==> src/rtl/gregorian_calendar.sv <==
// Day/month/year/day-of-week counter advanced on each 23->0 hour transition, with validated overwrite.
// Build option GREGORIAN_LEAP_EN selects the full Gregorian leap rule; otherwise the Julian rule (year[1:0]==0) applies.
module gregorian_calendar #(
    parameter int YEARRES    = 12,
    parameter int YEAR_MAX   = 4095,
    parameter int RESET_YEAR = 2000,
    parameter int RESET_DOW  = 6
) (
    input  logic                 clk,
    input  logic                 rst_n,
    input  logic                 date_ow,
    input  logic [4:0]           hour_in,
    input  logic [YEARRES+8:0]   date_in,
    input  logic [2:0]           dow_in,
    output logic [3:0]           day_1s,
    output logic [3:0]           day_10s,
    output logic [3:0]           month_1s,
    output logic [3:0]           month_10s,
    output logic [3:0]           year_1s,
    output logic [3:0]           year_10s,
    output logic [3:0]           year_100s,
    output logic [3:0]           year_1000s,
    output logic [2:0]           dow,
    output logic                 day_tick,
    output logic                 month_tick,
    output logic                 year_tick,
    output logic                 load_err
);

    localparam logic [YEARRES-1:0] YEAR_MAX_V   = YEARRES'(YEAR_MAX);
    localparam logic [YEARRES-1:0] RESET_YEAR_V = YEARRES'(RESET_YEAR);
    localparam logic [2:0]         RESET_DOW_V  = 3'(RESET_DOW);

    logic [4:0]         day_r;
    logic [3:0]         month_r;
    logic [YEARRES-1:0] year_r;
    logic [2:0]         dow_r;
    logic [4:0]         hour_q;
    logic               new_day_q;

    logic [4:0]         ow_day;
    logic [3:0]         ow_month;
    logic [YEARRES-1:0] ow_year;
    logic               ow_valid;
    logic               month_end;
    logic               year_end;
    logic [YEARRES-1:0] year_next;
    logic [2:0]         dow_next;

    function automatic logic is_leap(input logic [YEARRES-1:0] y);
        int unsigned yi;
        yi = 32'(y);
`ifdef GREGORIAN_LEAP_EN
        return ((yi % 4) == 0 && (yi % 100) != 0) || (yi % 400) == 0;
`else
        return yi[1:0] == 2'b00;
`endif
    endfunction

    function automatic logic [4:0] days_in_month(input logic [3:0] m, input logic [YEARRES-1:0] y);
        case (m)
            4'd4, 4'd6, 4'd9, 4'd11: return 5'd30;
            4'd2:                    return is_leap(y) ? 5'd29 : 5'd28;
            default:                 return 5'd31;
        endcase
    endfunction

    // Unrolled shift-add-3: a fixed shallow adder network, no sequential stages.
    function automatic logic [7:0] bcd2(input logic [6:0] bin);
        logic [7:0] bcd;
        bcd = '0;
        for (int i = 6; i >= 0; i--) begin
            for (int d = 0; d < 2; d++)
                if (bcd[d*4 +: 4] >= 4'd5) bcd[d*4 +: 4] = bcd[d*4 +: 4] + 4'd3;
            bcd = {bcd[6:0], bin[i]};
        end
        return bcd;
    endfunction

    function automatic logic [15:0] bcd4(input logic [13:0] bin);
        logic [15:0] bcd;
        bcd = '0;
        for (int i = 13; i >= 0; i--) begin
            for (int d = 0; d < 4; d++)
                if (bcd[d*4 +: 4] >= 4'd5) bcd[d*4 +: 4] = bcd[d*4 +: 4] + 4'd3;
            bcd = {bcd[14:0], bin[i]};
        end
        return bcd;
    endfunction

    always_comb begin
        ow_day    = date_in[YEARRES+8:YEARRES+4];
        ow_month  = date_in[YEARRES+3:YEARRES];
        ow_year   = date_in[YEARRES-1:0];
        ow_valid  = (ow_month >= 4'd1) && (ow_month <= 4'd12) &&
                    (ow_day >= 5'd1) && (ow_day <= days_in_month(ow_month, ow_year)) &&
                    (ow_year <= YEAR_MAX_V) && (dow_in <= 3'd6);
        month_end = day_r >= days_in_month(month_r, year_r);
        year_end  = month_end && (month_r == 4'd12);
        year_next = (year_r == YEAR_MAX_V) ? '0 : year_r + YEARRES'(1);
        dow_next  = (dow_r == 3'd6) ? 3'd0 : dow_r + 3'd1;
    end

    always_ff @(posedge clk) begin
        if (!rst_n) begin
            day_r      <= 5'd1;
            month_r    <= 4'd1;
            year_r     <= RESET_YEAR_V;
            dow_r      <= RESET_DOW_V;
            hour_q     <= 5'd0;
            new_day_q  <= 1'b0;
            day_tick   <= 1'b0;
            month_tick <= 1'b0;
            year_tick  <= 1'b0;
            load_err   <= 1'b0;
        end else begin
            hour_q     <= hour_in;
            new_day_q  <= (hour_in == 5'd0) && (hour_q == 5'd23);
            day_tick   <= 1'b0;
            month_tick <= 1'b0;
            year_tick  <= 1'b0;
            load_err   <= 1'b0;
            // An overwrite swallows a coincident pending advance, valid or not.
            if (date_ow) begin
                if (ow_valid) begin
                    day_r   <= ow_day;
                    month_r <= ow_month;
                    year_r  <= ow_year;
                    dow_r   <= dow_in;
                end else begin
                    load_err <= 1'b1;
                end
            end else if (new_day_q) begin
                day_tick   <= 1'b1;
                month_tick <= month_end;
                year_tick  <= year_end;
                dow_r      <= dow_next;
                if (!month_end) begin
                    day_r <= day_r + 5'd1;
                end else begin
                    day_r <= 5'd1;
                    if (!year_end) begin
                        month_r <= month_r + 4'd1;
                    end else begin
                        month_r <= 4'd1;
                        year_r  <= year_next;
                    end
                end
            end
        end
    end

    assign {day_10s, day_1s}     = bcd2(7'(day_r));
    assign {month_10s, month_1s} = bcd2(7'(month_r));
    assign {year_1000s, year_100s, year_10s, year_1s} = bcd4(14'(year_r));
    assign dow = dow_r;

endmodule

==> config.mk <==
export PLATFORM = sky130hd
export DESIGN_NAME = gregorian_calendar
export DESIGN_NICKNAME = d
export VERILOG_FILES = /design/src/rtl/gregorian_calendar.sv
export SDC_FILE = /design/constraint.sdc
export NUM_CORES = 1
export LEC_CHECK = 0
export ABC_AREA = 1
export CORE_UTILIZATION = 38
export CTS_CLUSTER_DIAMETER = 80
export DETAILED_ROUTE_END_ITERATION = 10
export SKIP_LAST_GASP = 1
export SLEW_MARGIN = 20
export SYNTH_ARGS = -nofsm -noshare
export SYNTH_HDL_FRONTEND = slang
export SYNTH_SLANG_ARGS = --single-unit
==> constraint.sdc <==
create_clock -name clk -period 7 [get_ports clk]
set_clock_uncertainty 0.1 [all_clocks]
set_input_delay 1.4 -clock clk [delete_from_list [all_inputs] [get_ports clk]]
set_output_delay 1.4 -clock clk [all_outputs]
set_load 0.1 [all_outputs]
Yosys cells after proc, flatten, opt, wreduce, memory -nomap -nowiden:

Cells that the tools add are included.

* register bits: 34
* latch bits: 0
* bits in writable memories: 0
* ROM bits: 0
* input port bits: 32
* output and inout bits: 39
* memories: 0

* add/subtract/negate cells: 25
* multiply operators: 0
* divide/modulo/power cells: 0
* magnitude comparators: 28
* eq/ne operators: 15
* shift operators: 0
* multiplexer cells: 46
* bitwise operators: 2
* reductions and logical operators: 21

Operator list (count)
* two-way mux 4 bit: 26
* two-way mux 12 bit: 6
* adder 4 x 2 -> 4 bit, second input constant: 16
* greater-or-equal comparator 4 x 3 -> 1 bit, second input constant: 16
* adder 3 x 2 -> 4 bit, second input constant: 5
* equality test 4 bit, second input constant: 5
* two-way mux 5 bit: 4
* equality test 4 x 3 -> 1 bit, second input constant: 4
* greater-or-equal comparator 3 bit, second input constant: 5
* adder 12 x 1 -> 12 bit, second input constant: 1
* equality test 12 bit, second input constant: 1
* <= comparator 12 bit, second input constant: 1
* two-way mux 3 bit: 4
* equality test 4 x 2 -> 1 bit, second input constant: 2
* case mux 2 bit (2 select lines): 2
* OR reduction 4 bit: 2
* logical AND 1 bit: 7
* nonzero test 2 bit: 3
* adder 5 x 1 -> 5 bit, second input constant: 1
* equality test 5 bit, second input constant: 1
* greater-or-equal comparator 5 x 1 -> 1 bit, second input constant: 1
* greater-or-equal comparator 5 bit: 1
* <= comparator 5 bit: 1
* zero test 5 bit: 1
* other kinds (15): 21

Logic depth before layout (Yosys ltp):

* depth in word-level cells: 18
* depth in mapped cells: 54
* mapped depth without buffers: 54

Least setup slack after synthesis:

Ideal clock, no wire load.

* path type: reg2out
* from: reg year_r[10]
* to: out year_1000s[0]
* data arrival time: 6.685 ns
* data required time: 5.500 ns
* path slack: -1.185 ns
* cell stages (with the launch flop): 47
* path through: dfxtp_1 -> inv_1 -> ha_1 -> nand2_2 -> nand2_2 -> nand2_1 -> nand2_2 -> inv_2 -> ha_1 -> inv_1 -> or2_2 -> nand3_2 -> nand2_1 -> nand2_1 -> nand2_1 -> inv_1 -> ha_1 -> inv_1 -> [11 not listed] -> nand2_1 -> nand2_1 -> and2_4 -> inv_2 -> o21ai_4 -> inv_1 -> ha_1 -> inv_1 -> nand3_2 -> nand3_1 -> nand2_2 -> ha_1 -> a21oi_1 -> nand2_1 -> o21ai_1 -> inv_1 -> nand2_2 -> xor2_1

* word-level cells in the longest chain between the ends: 18
* elaborated cells on any way between the ends: 45
* classes of those cells: 15 x add/sub; 15 x order compare; 15 x mux

Ends and longest elaborated chain
* start: declaration: RTL line 36 `logic [YEARRES-1:0] year_r;`
* start signal: assignment: RTL line 128 `year_r <= ow_year;`
* start signal: assignment: RTL line 146 `year_r <= year_next;`
* adder 3 x 2 -> 4 bit or greater-or-equal comparator 3 bit (tied branches): RTL line 85 `if (bcd[d*4 +: 4] >= 4'd5) bcd[d*4 +: 4] = bcd[d*4 +: 4] + 4'd3;`
* two-way mux 4 bit *: RTL line 85
* adder 4 x 2 -> 4 bit or greater-or-equal comparator 4 x 3 -> 1 bit (tied branches): RTL line 85
* two-way mux 4 bit: RTL line 85
* greater-or-equal comparator 4 x 3 -> 1 bit or adder 4 x 2 -> 4 bit (tied branches): RTL line 85
* two-way mux 4 bit: RTL line 85
* adder 4 x 2 -> 4 bit (tied with other cells): RTL line 85
* two-way mux 4 bit: RTL line 85
* [2 not listed]
* adder 4 x 2 -> 4 bit or greater-or-equal comparator 4 x 3 -> 1 bit (tied branches): RTL line 85
* two-way mux 4 bit: RTL line 85
* adder 4 x 2 -> 4 bit (tied with other cells): RTL line 85
* two-way mux 4 bit: RTL line 85
* adder 4 x 2 -> 4 bit or greater-or-equal comparator 4 x 3 -> 1 bit (tied branches): RTL line 85
* two-way mux 4 bit: RTL line 85
* adder 4 x 2 -> 4 bit or greater-or-equal comparator 4 x 3 -> 1 bit (tied branches): RTL line 85
* two-way mux 4 bit *: RTL line 85
* end: declaration: RTL line 22 `output logic [3:0] year_1000s,`

Every way passes the cells marked *; elsewhere a longest branch is shown, timed or not.

Worst setup path after layout:

* from: reg year_r[10]
* to: out year_100s[2]

* word-level cells in the longest chain between the ends: 18
* elaborated cells on any way between the ends: 45
* classes of those cells: 15 x add/sub; 15 x order compare; 15 x mux

Ends and longest elaborated chain
* adder 3 x 2 -> 4 bit or greater-or-equal comparator 3 bit (tied branches): RTL line 85
* two-way mux 4 bit *: RTL line 85
* adder 4 x 2 -> 4 bit or greater-or-equal comparator 4 x 3 -> 1 bit (tied branches): RTL line 85
* two-way mux 4 bit: RTL line 85
* greater-or-equal comparator 4 x 3 -> 1 bit or adder 4 x 2 -> 4 bit (tied branches): RTL line 85
* two-way mux 4 bit: RTL line 85
* adder 4 x 2 -> 4 bit (tied with other cells): RTL line 85
* two-way mux 4 bit: RTL line 85
* [2 not listed]
* adder 4 x 2 -> 4 bit or greater-or-equal comparator 4 x 3 -> 1 bit (tied branches): RTL line 85
* two-way mux 4 bit: RTL line 85
* adder 4 x 2 -> 4 bit (tied with other cells): RTL line 85
* two-way mux 4 bit: RTL line 85
* adder 4 x 2 -> 4 bit or greater-or-equal comparator 4 x 3 -> 1 bit (tied branches): RTL line 85
* two-way mux 4 bit: RTL line 85
* adder 4 x 2 -> 4 bit or greater-or-equal comparator 4 x 3 -> 1 bit (tied branches): RTL line 85
* two-way mux 4 bit *: RTL line 85
* end: declaration: RTL line 21 `output logic [3:0] year_100s,`

Marks and branches as above.

==> flow_summary.json <==
{
  "fin_crit_sh": 1.014,
  "synth_edf_count": 0,
  "cp.arrival_ns": 5.60,
  "hold_start": "hour_q[2]",
  "r2r_slack_ns": 3.43,
  "cp_slowest_stage_delay_ns": 0.34,
  "drt_iter0_markers": 183,
  "worstSetupPathType": "flip-flop to primary output",
  "reg2reg_from": "month_r[0]",
  "rsz0062_at_grt": "true",
  "maxSlewViolCount": 0,
  "drt_drc_violations_left": 0,
  "drv_cap": 0,
  "die_h_um": 105.9,
  "crit_slowest_cell": "dfxtp_2",
  "die_w_um": 105.9,
  "route.vias.total": 4511,
  "clk_latency_ns": 0.29,
  "grt_pass1_wl_um": 19270,
  "fmax_ghz": 0.1409,
  "hold_viol_final": 0,
  "io_buffers": 64,
  "end_kind": "primary output",
  "syn_to_final_growth_pct": 46.81,
  "holdCritPathClass": "flip-flop to flip-flop",
  "layout-drive-gt1-share": 0.3232,
  "yosys.cell_types.count": 47,
  "boundaryPins": 71,
  "place_congestion": 0.8685,
  "nets": 823,
  "synthArstFlopShare": 0,
  "postCtsHoldBufs": 0,
  "firstDrtPassIters": 4,
  "grt_pass1_vias": 4522,
  "numCtsBuffers": 5,
  "h-tree-depth": 2,
  "syn_area_um2": 4103,
  "cts_tree": "yes",
  "yosysTopAreaCell": "dfxtp_1",
  "drt-total-wl_um": 11390,
  "yosys-top-cells-area": "dfxtp_1, nand2_1, ha_1",
  "core_area_um2": 10420,
  "gr-total-overflow": 0,
  "fillers": 965,
  "whs_ns": 0.3302,
  "cts.path.max_buffers": 2,
  "rows": 37,
  "antennaDiodeCount": 0,
  "worstPathMaxFanout": 5,
  "setup_viol": 8,
  "initial_core_util": 0.3939,
  "setup_slack_ns": -0.09900,
  "wire_per_inst_um": 12.74,
  "critPathMostFrequentCell": "nand2_4",
  "slew_headroom": 0.3306,
  "grt_use_total": 0.2034,
  "cts_root_buf": "clkbuf_8",
  "dp_hpwl_um": 8155,
  "cp-startpoint": "year_r[10]",
  "avgSynthCellArea_um2": 6.273,
  "crit_required_ns": 5.50,
  "synth_top_area_frac": 0.1659,
  "die_area_um2": 11220,
  "synth_warnings": 0,
  "syn_inst": 654,
  "postRouteAntennaNets": 0,
  "ys_seq_elements": 34,
  "dp_slack_ns": -0.1972,
  "worstSetupStartpointType": "flip-flop",
  "yosysSeqAreaShare": 0.1659,
  "grt_max_degree": 24,
  "antenna_found_initial": 0,
  "cts_sinks": 34,
  "outcome": "finished, violations left",
  "clk_pin_slew_ns": 0.07,
  "ys.flop_type": "dfxtp_1",
  "multi_input_area_um2": 3537,
  "violations": "setup timing",
  "viasPerCell": 5.046,
  "fin_crit_ns": 7.099,
  "worst_pin_slew_ns": 1.001,
  "register_area_um2": 684.4
}
==> path summary, 6_finish.rpt <==
| kind | cells past startpoint | to |
|---|---|---|
| worst max-delay path | 50 | year_100s[2] |
| worst min-delay path | 2 | new_day_q |
| worst min register to register | 2 | new_day_q |
| worst max register to register | 15 | year_r[9] |
==> layer usage <==
metal / GRT usage / up-vias / share of wire / wire length (um)
li1: - / 2326 / - / -
met3: 0.02943 / 29 / 0.036 / 405
met1: 0.2439 / 2056 / 0.42 / 4840
met5: 0 / - / 0 / 0
met4: 0.06548 / 0 / 0.023 / 261
met2: 0.3707 / 100 / 0.52 / 5886
==> placed cells by master, fill, tap and decap left out, drive strengths merged, types with 10 or more instances in the layout <==
| cell | n |
|---|---|
| a21oi | 33 |
| a221oi | 10 |
| buf | 59 |
| clkdlybuf4s50 | 50 |
| dfxtp | 34 |
| ha | 34 |
| inv | 109 |
| nand2 | 206 |
| nand3 | 69 |
| nor2 | 34 |
| o21ai | 38 |
| xor2 | 12 |
==> flip-flops by register name, indices dropped and copies added (netlist names) <==
| register | cells |
|---|---|
| year_r | 12 |
| load_err | 1 |
| month_r | 4 |
| year_tick | 1 |
| hour_q | 5 |
| dow | 3 |
| day_tick | 1 |
| new_day_q | 1 |
| month_tick | 1 |
| day_r | 5 |
==> Yosys cell counts (2+ instances only) <==
cell type  instances
xnor2_1            3
nor3_1             6
dfxtp_1           34
a211oi_1           6
o22ai_1            4
buf_4             10
clkbuf_1           8
nor2_1            34
or2_2              4
o21ai_2            4
inv_2              9
nand3_2           13
o211ai_1           3
nand3_1           56
nand2_2           40
nand2_1          156
a21oi_1           32
inv_1            102
nand2_4           10
o221ai_1           3
o21ai_1            5
a221oi_1          10
nand4_1            5
and2_1             2
o21ai_0           28
xor2_1            11
ha_1              34
o21bai_1           2
nor4_1             2
==> layout make-up <==
class / instances / area share
clock buffer: 7 / 0.01433
clock inverter: 1 / 0.0008309
inverter: 112 / 0.07146
multi-input combinational: 495 / 0.5872
sequential: 34 / 0.1136
tap: 136 / 0.02825
timing repair buffer: 109 / 0.1843
==> worst max-delay path: cells and delay by family (launching register included) <==
kind | cells | cell delay (ns)
flops | 1 | 0.34
buf+inv | 10 | 0.73
fa+ha+maj | 7 | 1.10
compound gates | 4 | 0.61
simple gates | 29 | 2.56
==> stage by stage <==
| stage | util | TNS, ns | instances | cell area, um^2 |
|---|---|---|---|---|
| floorplan | - | -0.1270 | 659 | 4207 |
| global placement | 0.4918 | 0 | 852 | 5122 |
| detailed placement | 0.4918 | -0.9985 | 852 | 5122 |
| CTS | 0.5429 | 0 | 885 | 5655 |
| global route | 0.5783 | -3.327 | 894 | 6023 |
| finish | 0.5783 | -0.5535 | 894 | 6023 |
==> cells by family after synthesis <==
group | after synthesis | synth area share
compound gates | 108 | 0.1674
other cells | 1 | 0.0009140
flops | 34 | 0.1659
xor+xnor | 15 | 0.03385
simple gates | 332 | 0.4001
fa+ha+maj | 34 | 0.1037
buf+inv | 130 | 0.1281
==> what timing repair did <==
action | 4_1_cts | 5_1_grt
buffers inserted | 25 | 9
resized for setup | 61 | 68
setup endpoints to repair | 8 | 11
pin swaps | 45 | 35
Power is not shown: default switching activity piles up to over one toggle a cycle in this logic, so the estimate is an artifact.
